$ cat src/rtl/kmac_pkg.sv
// kmac_pkg: shared constants, FSM state type and result record for kmac_accum.
// Optional feature macro: KMAC_ACC_SAT_EN (adds the per-sum saturation flag).
package kmac_pkg;

  localparam int OP_W       = 32;
  localparam int PROD_W     = 64;
  localparam int FIFO_DEPTH = 2;
  localparam int FIFO_CNT_W = 2;   // holds 0..FIFO_DEPTH
  localparam int ACC_W_DEF  = 72;
  localparam int CNT_W_DEF  = 16;

  typedef enum logic {
    ACC_IDLE,
    ACC_RUN
  } acc_state_t;

  // Result record at the default widths; kmac_accum builds the same layout at its own widths.
  typedef struct packed {
    logic [ACC_W_DEF-1:0] sum;
    logic [CNT_W_DEF-1:0] count;
`ifdef KMAC_ACC_SAT_EN
    logic                 sat;
`endif
  } result_t;

endpackage

$ cat src/rtl/kmac_result_fifo.sv
// kmac_result_fifo: 2-entry synchronous FIFO of completed sums. The head entry is
// presented combinationally; push and pop in the same cycle are allowed even when full.
module kmac_result_fifo
  import kmac_pkg::*;
#(
  parameter type entry_t = result_t
) (
  input  logic                  clk,
  input  logic                  rst,
  input  logic                  i_push,
  input  entry_t                i_data,
  input  logic                  i_pop,
  output entry_t                o_head,
  output logic [FIFO_CNT_W-1:0] o_count
);

  entry_t                r_mem [FIFO_DEPTH];
  logic                  r_wptr;
  logic                  r_rptr;
  logic [FIFO_CNT_W-1:0] r_count;

  // Storage, pointers and occupancy.
  always_ff @(posedge clk) begin
    if (rst) begin
      // NOTE: the two entries are reset so the outputs read as zero straight out of reset;
      // larger memories would normally be left unreset.
      for (int i = 0; i < FIFO_DEPTH; i++) r_mem[i] <= '0;
      r_wptr  <= 1'b0;
      r_rptr  <= 1'b0;
      r_count <= '0;
    end else begin
      if (i_push) begin
        r_mem[r_wptr] <= i_data;
        r_wptr        <= ~r_wptr;
      end
      if (i_pop) r_rptr <= ~r_rptr;
      unique case ({i_push, i_pop})
        2'b10:   r_count <= r_count + FIFO_CNT_W'(1);
        2'b01:   r_count <= r_count - FIFO_CNT_W'(1);
        default: ;
      endcase
    end
  end

  assign o_head  = r_mem[r_rptr];
  assign o_count = r_count;

endmodule

$ cat src/rtl/kmac_accum.sv
// kmac_accum: pipelined multiply-accumulate around an external combinational multiplier.
// S1 operand register -> S2 product register -> S3 accumulator FSM -> 2-entry result FIFO.
// Optional feature macro: KMAC_ACC_SAT_EN (clamp on carry-out, sticky per-sum out_sat).
module kmac_accum
  import kmac_pkg::*;
#(
  parameter int ACC_W = ACC_W_DEF,
  parameter int CNT_W = CNT_W_DEF
) (
  input  logic              clk,
  input  logic              rst,
  input  logic              in_valid,
  output logic              in_ready,
  input  logic [OP_W-1:0]   in_a,
  input  logic [OP_W-1:0]   in_b,
  input  logic              in_last,
  output logic [OP_W-1:0]   mul_a,
  output logic [OP_W-1:0]   mul_b,
  input  logic [PROD_W-1:0] mul_p,
  output logic              out_valid,
  input  logic              out_ready,
  output logic [ACC_W-1:0]  out_sum,
  output logic [CNT_W-1:0]  out_count,
  output logic              out_sat
);

  typedef struct packed {
    logic [ACC_W-1:0] sum;
    logic [CNT_W-1:0] count;
`ifdef KMAC_ACC_SAT_EN
    logic             sat;
`endif
  } acc_result_t;

  // S1 operands
  logic              r_s1_valid;
  logic              r_s1_last;
  logic [OP_W-1:0]   r_mul_a;
  logic [OP_W-1:0]   r_mul_b;
  // S2 product
  logic              r_s2_valid;
  logic              r_s2_last;
  logic [PROD_W-1:0] r_s2_prod;
  // S3 accumulator
  acc_state_t        r_state;
  acc_state_t        w_state_nxt;
  logic [ACC_W-1:0]  r_acc;
  logic [CNT_W-1:0]  r_cnt;
  logic [ACC_W-1:0]  w_acc_base;
  logic [ACC_W-1:0]  w_prod_ext;
  logic [ACC_W-1:0]  w_acc_nxt;
  logic [CNT_W-1:0]  w_cnt_base;
  logic [CNT_W-1:0]  w_cnt_nxt;
`ifdef KMAC_ACC_SAT_EN
  logic              r_sat;
  logic              w_sat_nxt;
  logic [ACC_W:0]    w_add;
`endif
  // Handshake, credits and FIFO
  logic              w_in_fire;
  logic [2:0]        w_reserved;
  logic              w_push;
  logic              w_pop;
  acc_result_t       w_push_entry;
  acc_result_t       w_head;
  logic [FIFO_CNT_W-1:0] w_fifo_count;

  // A last beat reserves a FIFO slot from acceptance until it lands, so S3 never stalls.
  assign w_reserved = {1'b0, w_fifo_count} + {2'b00, r_s1_last} + {2'b00, r_s2_last};
  assign in_ready   = !rst && (w_reserved < 3'd2);
  assign w_in_fire  = in_valid && in_ready;

  // S1: capture accepted operands; they feed the multiplier directly.
  always_ff @(posedge clk) begin
    if (rst) begin
      // NOTE: sequential state uses non-blocking assignments so every register samples
      // pre-edge values regardless of block ordering.
      r_s1_valid <= 1'b0;
      r_s1_last  <= 1'b0;
      r_mul_a    <= '0;
      r_mul_b    <= '0;
    end else begin
      r_s1_valid <= w_in_fire;
      r_s1_last  <= w_in_fire && in_last;
      if (w_in_fire) begin
        r_mul_a <= in_a;
        r_mul_b <= in_b;
      end
    end
  end

  assign mul_a = r_mul_a;
  assign mul_b = r_mul_b;

  // S2: register the multiplier product one cycle after the operands.
  always_ff @(posedge clk) begin
    if (rst) begin
      r_s2_valid <= 1'b0;
      r_s2_last  <= 1'b0;
      r_s2_prod  <= '0;
    end else begin
      r_s2_valid <= r_s1_valid;
      r_s2_last  <= r_s1_last;
      if (r_s1_valid) r_s2_prod <= mul_p;
    end
  end

  // S3 arithmetic: an idle accumulator behaves as zero so the first product loads it.
  always_comb begin
    // NOTE: every combinational output gets a default first so no path infers a latch.
    w_prod_ext = ACC_W'(r_s2_prod);
    w_acc_base = (r_state == ACC_RUN) ? r_acc : '0;
    w_cnt_base = (r_state == ACC_RUN) ? r_cnt : '0;
    w_cnt_nxt  = (&w_cnt_base) ? w_cnt_base : w_cnt_base + CNT_W'(1);
`ifdef KMAC_ACC_SAT_EN
    w_add      = {1'b0, w_acc_base} + {1'b0, w_prod_ext};
    w_acc_nxt  = w_add[ACC_W] ? '1 : w_add[ACC_W-1:0];
    w_sat_nxt  = ((r_state == ACC_RUN) && r_sat) || w_add[ACC_W];
`else
    w_acc_nxt  = w_acc_base + w_prod_ext;
`endif
  end

  // S3 FSM next state and FIFO push of the completed sum.
  always_comb begin
    w_state_nxt  = r_state;
    w_push       = 1'b0;
    w_push_entry = '0;
    w_push_entry.sum   = w_acc_nxt;
    w_push_entry.count = w_cnt_nxt;
`ifdef KMAC_ACC_SAT_EN
    w_push_entry.sat   = w_sat_nxt;
`endif
    if (r_s2_valid) begin
      if (r_s2_last) begin
        w_push      = 1'b1;
        w_state_nxt = ACC_IDLE;
      end else begin
        w_state_nxt = ACC_RUN;
      end
    end
  end

  // S3 state register.
  always_ff @(posedge clk) begin
    if (rst) r_state <= ACC_IDLE;
    else     r_state <= w_state_nxt;
  end

  // S3 accumulator registers: cleared when a sum closes, updated on every other product.
  always_ff @(posedge clk) begin
    if (rst) begin
      r_acc <= '0;
      r_cnt <= '0;
`ifdef KMAC_ACC_SAT_EN
      r_sat <= 1'b0;
`endif
    end else if (r_s2_valid) begin
      if (r_s2_last) begin
        r_acc <= '0;
        r_cnt <= '0;
`ifdef KMAC_ACC_SAT_EN
        r_sat <= 1'b0;
`endif
      end else begin
        r_acc <= w_acc_nxt;
        r_cnt <= w_cnt_nxt;
`ifdef KMAC_ACC_SAT_EN
        r_sat <= w_sat_nxt;
`endif
      end
    end
  end

  assign w_pop = out_valid && out_ready;

  kmac_result_fifo #(
    .entry_t (acc_result_t)
  ) u_fifo (
    .clk     (clk),
    .rst     (rst),
    .i_push  (w_push),
    .i_data  (w_push_entry),
    .i_pop   (w_pop),
    .o_head  (w_head),
    .o_count (w_fifo_count)
  );

  assign out_valid = (w_fifo_count != '0);
  assign out_sum   = w_head.sum;
  assign out_count = w_head.count;
`ifdef KMAC_ACC_SAT_EN
  assign out_sat   = w_head.sat;
`else
  assign out_sat   = 1'b0;
`endif

endmodule

$ cat config.mk
export PLATFORM = sky130hd
export DESIGN_NAME = kmac_accum
export DESIGN_NICKNAME = d
export VERILOG_FILES = /design/src/rtl/kmac_pkg.sv /design/src/rtl/kmac_result_fifo.sv /design/src/rtl/kmac_accum.sv
export SDC_FILE = /design/constraint.sdc
export NUM_CORES = 1
export LEC_CHECK = 0
export ABC_CLOCK_PERIOD_IN_PS = 6240
export CAP_MARGIN = 25
export CORE_UTILIZATION = 55
export CTS_BUF_LIST = sky130_fd_sc_hd__clkbuf_4
export DETAILED_ROUTE_END_ITERATION = 8
export PLACE_DENSITY = 0.8
export SYNTH_ARGS = -nofsm -noshare
export SYNTH_HDL_FRONTEND = slang
export SYNTH_SLANG_ARGS = --single-unit
export TNS_END_PERCENT = 1
$ cat constraint.sdc
create_clock -name clk -period 6.24 [get_ports clk]
set_input_delay 1.248 -clock clk [delete_from_list [all_inputs] [get_ports clk]]
set_output_delay 1.248 -clock clk [all_outputs]
set_load 0.03 [all_outputs]
==> metrics.cfg <==
[pwr]
power_density_nw_per_um2 = 238.5
leakage_nw = 9.893
peakVddDrop_v = 0.0001709

[drt]
drt_wl_total_mm = 56.52
wl_per_cell_um = 18.81
drc = 0
vias = 17370
initialDrtViolationCount = 1143
firstDrtPassIters = 5
avgViaCountPerCell = 5.781
drtAntennaViolNets = 0

[placed_design]
place_ws_ns = 1.658
place.gp.congestion = 0.9383
hpwl_mm = 39.46
placed_cell_area_um2 = 23570
place.port_buffers = 286

[critical_path]
crit_arrival_ns = 3.44
cp-start-kind = register
crit_family = buffers and inverters
reg2reg_slack_ns = 1.58
slowest_delay_ns = 0.81
path_max_fanout = 14
worst-path-buf-inv = 1
cp_cell_sequence = ha_1 -> a2111oi_0 -> clkdlybuf4s50_1
rr_worst_depth = 13
crit_required_ns = 4.99
r2r_end = u_fifo.r_mem[1][80]
criticalPathCategory = reg2out
crit_path_start = r_s2_last
reg2reg_from = r_state
crit_path_end_kind = output port
slowest_stage = clkdlybuf4s50_1

[cts]
h-tree-depth = 3
postCtsSetupBuffers = 0
cts_buffers = 103
worstSkewPairLatency_ns = 0.82
clockRootBuffer = clkbuf_4
cts_tree = done
cts.reportedPaths.clkPinSlew_ns = 0.06
cts.sinks = 402
clockBufferDepth = 3
ctsResizeCount = 0
ctsHoldBuffers = 0

[floorplan]
core-area_um2 = 36610
fp.dieArea_um2 = 37930
die_w_um = 194.7
start_util_pct = 55.81
row_count = 70
dieHeight_um = 194.7
io_pins = 288

[global_routing]
grt_first_pass_wirelength_mm = 89.26
grt_antenna_before_repair = 2
grt_max_degree = 94
grt_pass1_vias = 17290
gr-total-overflow = 0
grt_use_total_pct = 29.58

[sta]
slew_headroom_pct = 37.29
final-max-slew-violation-count = 0
min_period_ns = 4.692
timing.setup.tns_ns = 0
post-route-period-util_pct = 75.19
rsz0062_at_grt = no
max_freq_mhz = 213.1
worst_hold_slack_ns = 0.4455
fin_ws_ns = 1.548
hold_viol = 0
tightest_slew_ns = 0.9407
skew_ns = 0.02720
finalSetupViolations = 0

[final_layout]
layout_common_cells = nor2_1 (342), clkdlybuf4s50_1 (285), nand2_1 (277)
final_area_um2 = 25030
syn_to_final_growth_pct = 22.49
fin_nets = 2646
layout_commonest_cell = nor2_1
drive_gt1_share_pct = 12.95

[logic_synthesis]
synth_area_per_cell_um2 = 9.408
ys_seq_area_share_pct = 48.01
synthFlopType = dfxtp_1
async_flop_share_pct = 0
ys.warnings.count = 0
synth_enable_flop_cells = 176
synth_cell_types = 81
ys_ff_latch = 402
netlist_instances = 2172
synth_nets = 2373
netlist_area_um2 = 20430

[hold_path]
hold_end = r_acc[53]
min_from = r_acc[53]
hold_class = reg2reg
min_path_cells = 2

[outcome]
status = finished clean

[flow_run]
drv_cap = 0

-- layer usage --
metal	vias to the layer above	wire [µm]	GRT usage (%)
li1	8253	-	-
met1	8312	23730	36.85
met2	695	26820	49.06
met3	111	4152	7.097
met4	0	1817	12.54
met5	-	0	0
-- flip-flops by register name (all words and copies together) (netlist names), 2 cells and up, named ones only --
register,cells
mul_a,32
r_acc,72
mul_b,32
u_fifo.r_mem,176
r_cnt,16
u_fifo.o_count,2
r_s2_prod,64
-- synthesized netlist by cell type (8+ instances only) --
library cell	count	share of area, %
nand4_1	22	0.67
nor2b_1	8	0.24
o21bai_1	12	0.44
a21oi_1	109	2.7
o21ai_1	14	0.34
dfxtp_1	226	22
xor2_1	31	1.3
o211ai_1	11	0.40
nand3b_1	67	2.5
buf_2	8	0.20
a21o_1	53	1.9
and2_1	77	2.4
nand3_1	34	0.83
a211oi_1	9	0.33
or3_1	8	0.24
nor3_1	30	0.73
inv_1	20	0.37
ha_1	67	4.1
mux2i_1	69	3.4
clkbuf_1	114	2.1
edfxtp_1	176	26
a2bb2oi_1	9	0.39
nor2_1	343	6.3
mux2_2	89	4.9
nand2_1	279	5.1
buf_1	14	0.26
o21ai_0	60	1.5
xnor2_1	42	1.8
o21a_1	9	0.33
o31ai_1	10	0.37
and3_1	19	0.58
a31oi_1	19	0.58
-- worst max-delay path by stage --
stage | cells after the start | to
after floorplan | 3 | u_fifo.r_mem[0][0]
after CTS | 3 | in_ready
after detailed placement | 12 | u_fifo.r_mem[0][78]
final | 3 | in_ready
after global placement | 13 | u_fifo.r_mem[1][80]
after global routing | 3 | in_ready
-- cells by family after synthesis --
logic type               after synthesis  share of synthesized area, %
AO/OA/AOI/OAI                        376                         12.01
XOR/XNOR                              73                         3.129
adder cells (fa/ha/maj)               68                         4.201
buffers and inverters                158                         2.976
flip-flops                           402                         48.01
multiplexers                         158                         8.285
other                                  1                       0.01835
AND/OR/NAND/NOR                      936                         21.38
-- worst reg2reg max path: stages, from the launching register on --
cell and delay, ns:
dfxtp_2 0.94, and2_1 0.24, ha_1 0.16, inv_1 0.06, fa_1 0.40, nor2b_1 0.18
o2111ai_1 0.19, a21boi_0 0.32, o211ai_1 0.24, a211o_1 0.44, a211oi_1 0.63, o21ai_0 0.22
a21boi_0 0.30, nor3_1 0.10
-- area by class of cell --
cell class / count / area (µm²)
clock inverters: 20 / 137.6
well taps: 468 / 585.6
inverters: 20 / 75.07
clock buffers: 172 / 1291
flip-flops and latches: 402 / 9818
multi-input cells: 1612 / 10050
fillers: 2928 / 11580
diodes: 5 / 12.51
repair buffers: 306 / 3060
-- metrics by stage --
step | instances | util (%) | power, mW
2_1_floorplan | 2172 | - | 3.319
3_3_place_gp | 2805 | 64.26 | 3.607
3_5_place_dp | 2807 | 64.37 | 3.621
4_1_cts | 2999 | 68.27 | 6.023
5_1_grt | 3005 | 68.36 | 6.213
6_report | 3005 | 68.36 | 5.970
-- report_power, final --
part           internal [mW]  switching (mW)  total [mW]
Clock                   1.32            1.08        2.40
Sequential              2.84          0.0685        2.91
Combinational          0.284           0.374       0.658
(Power assumes the default switching activity.)
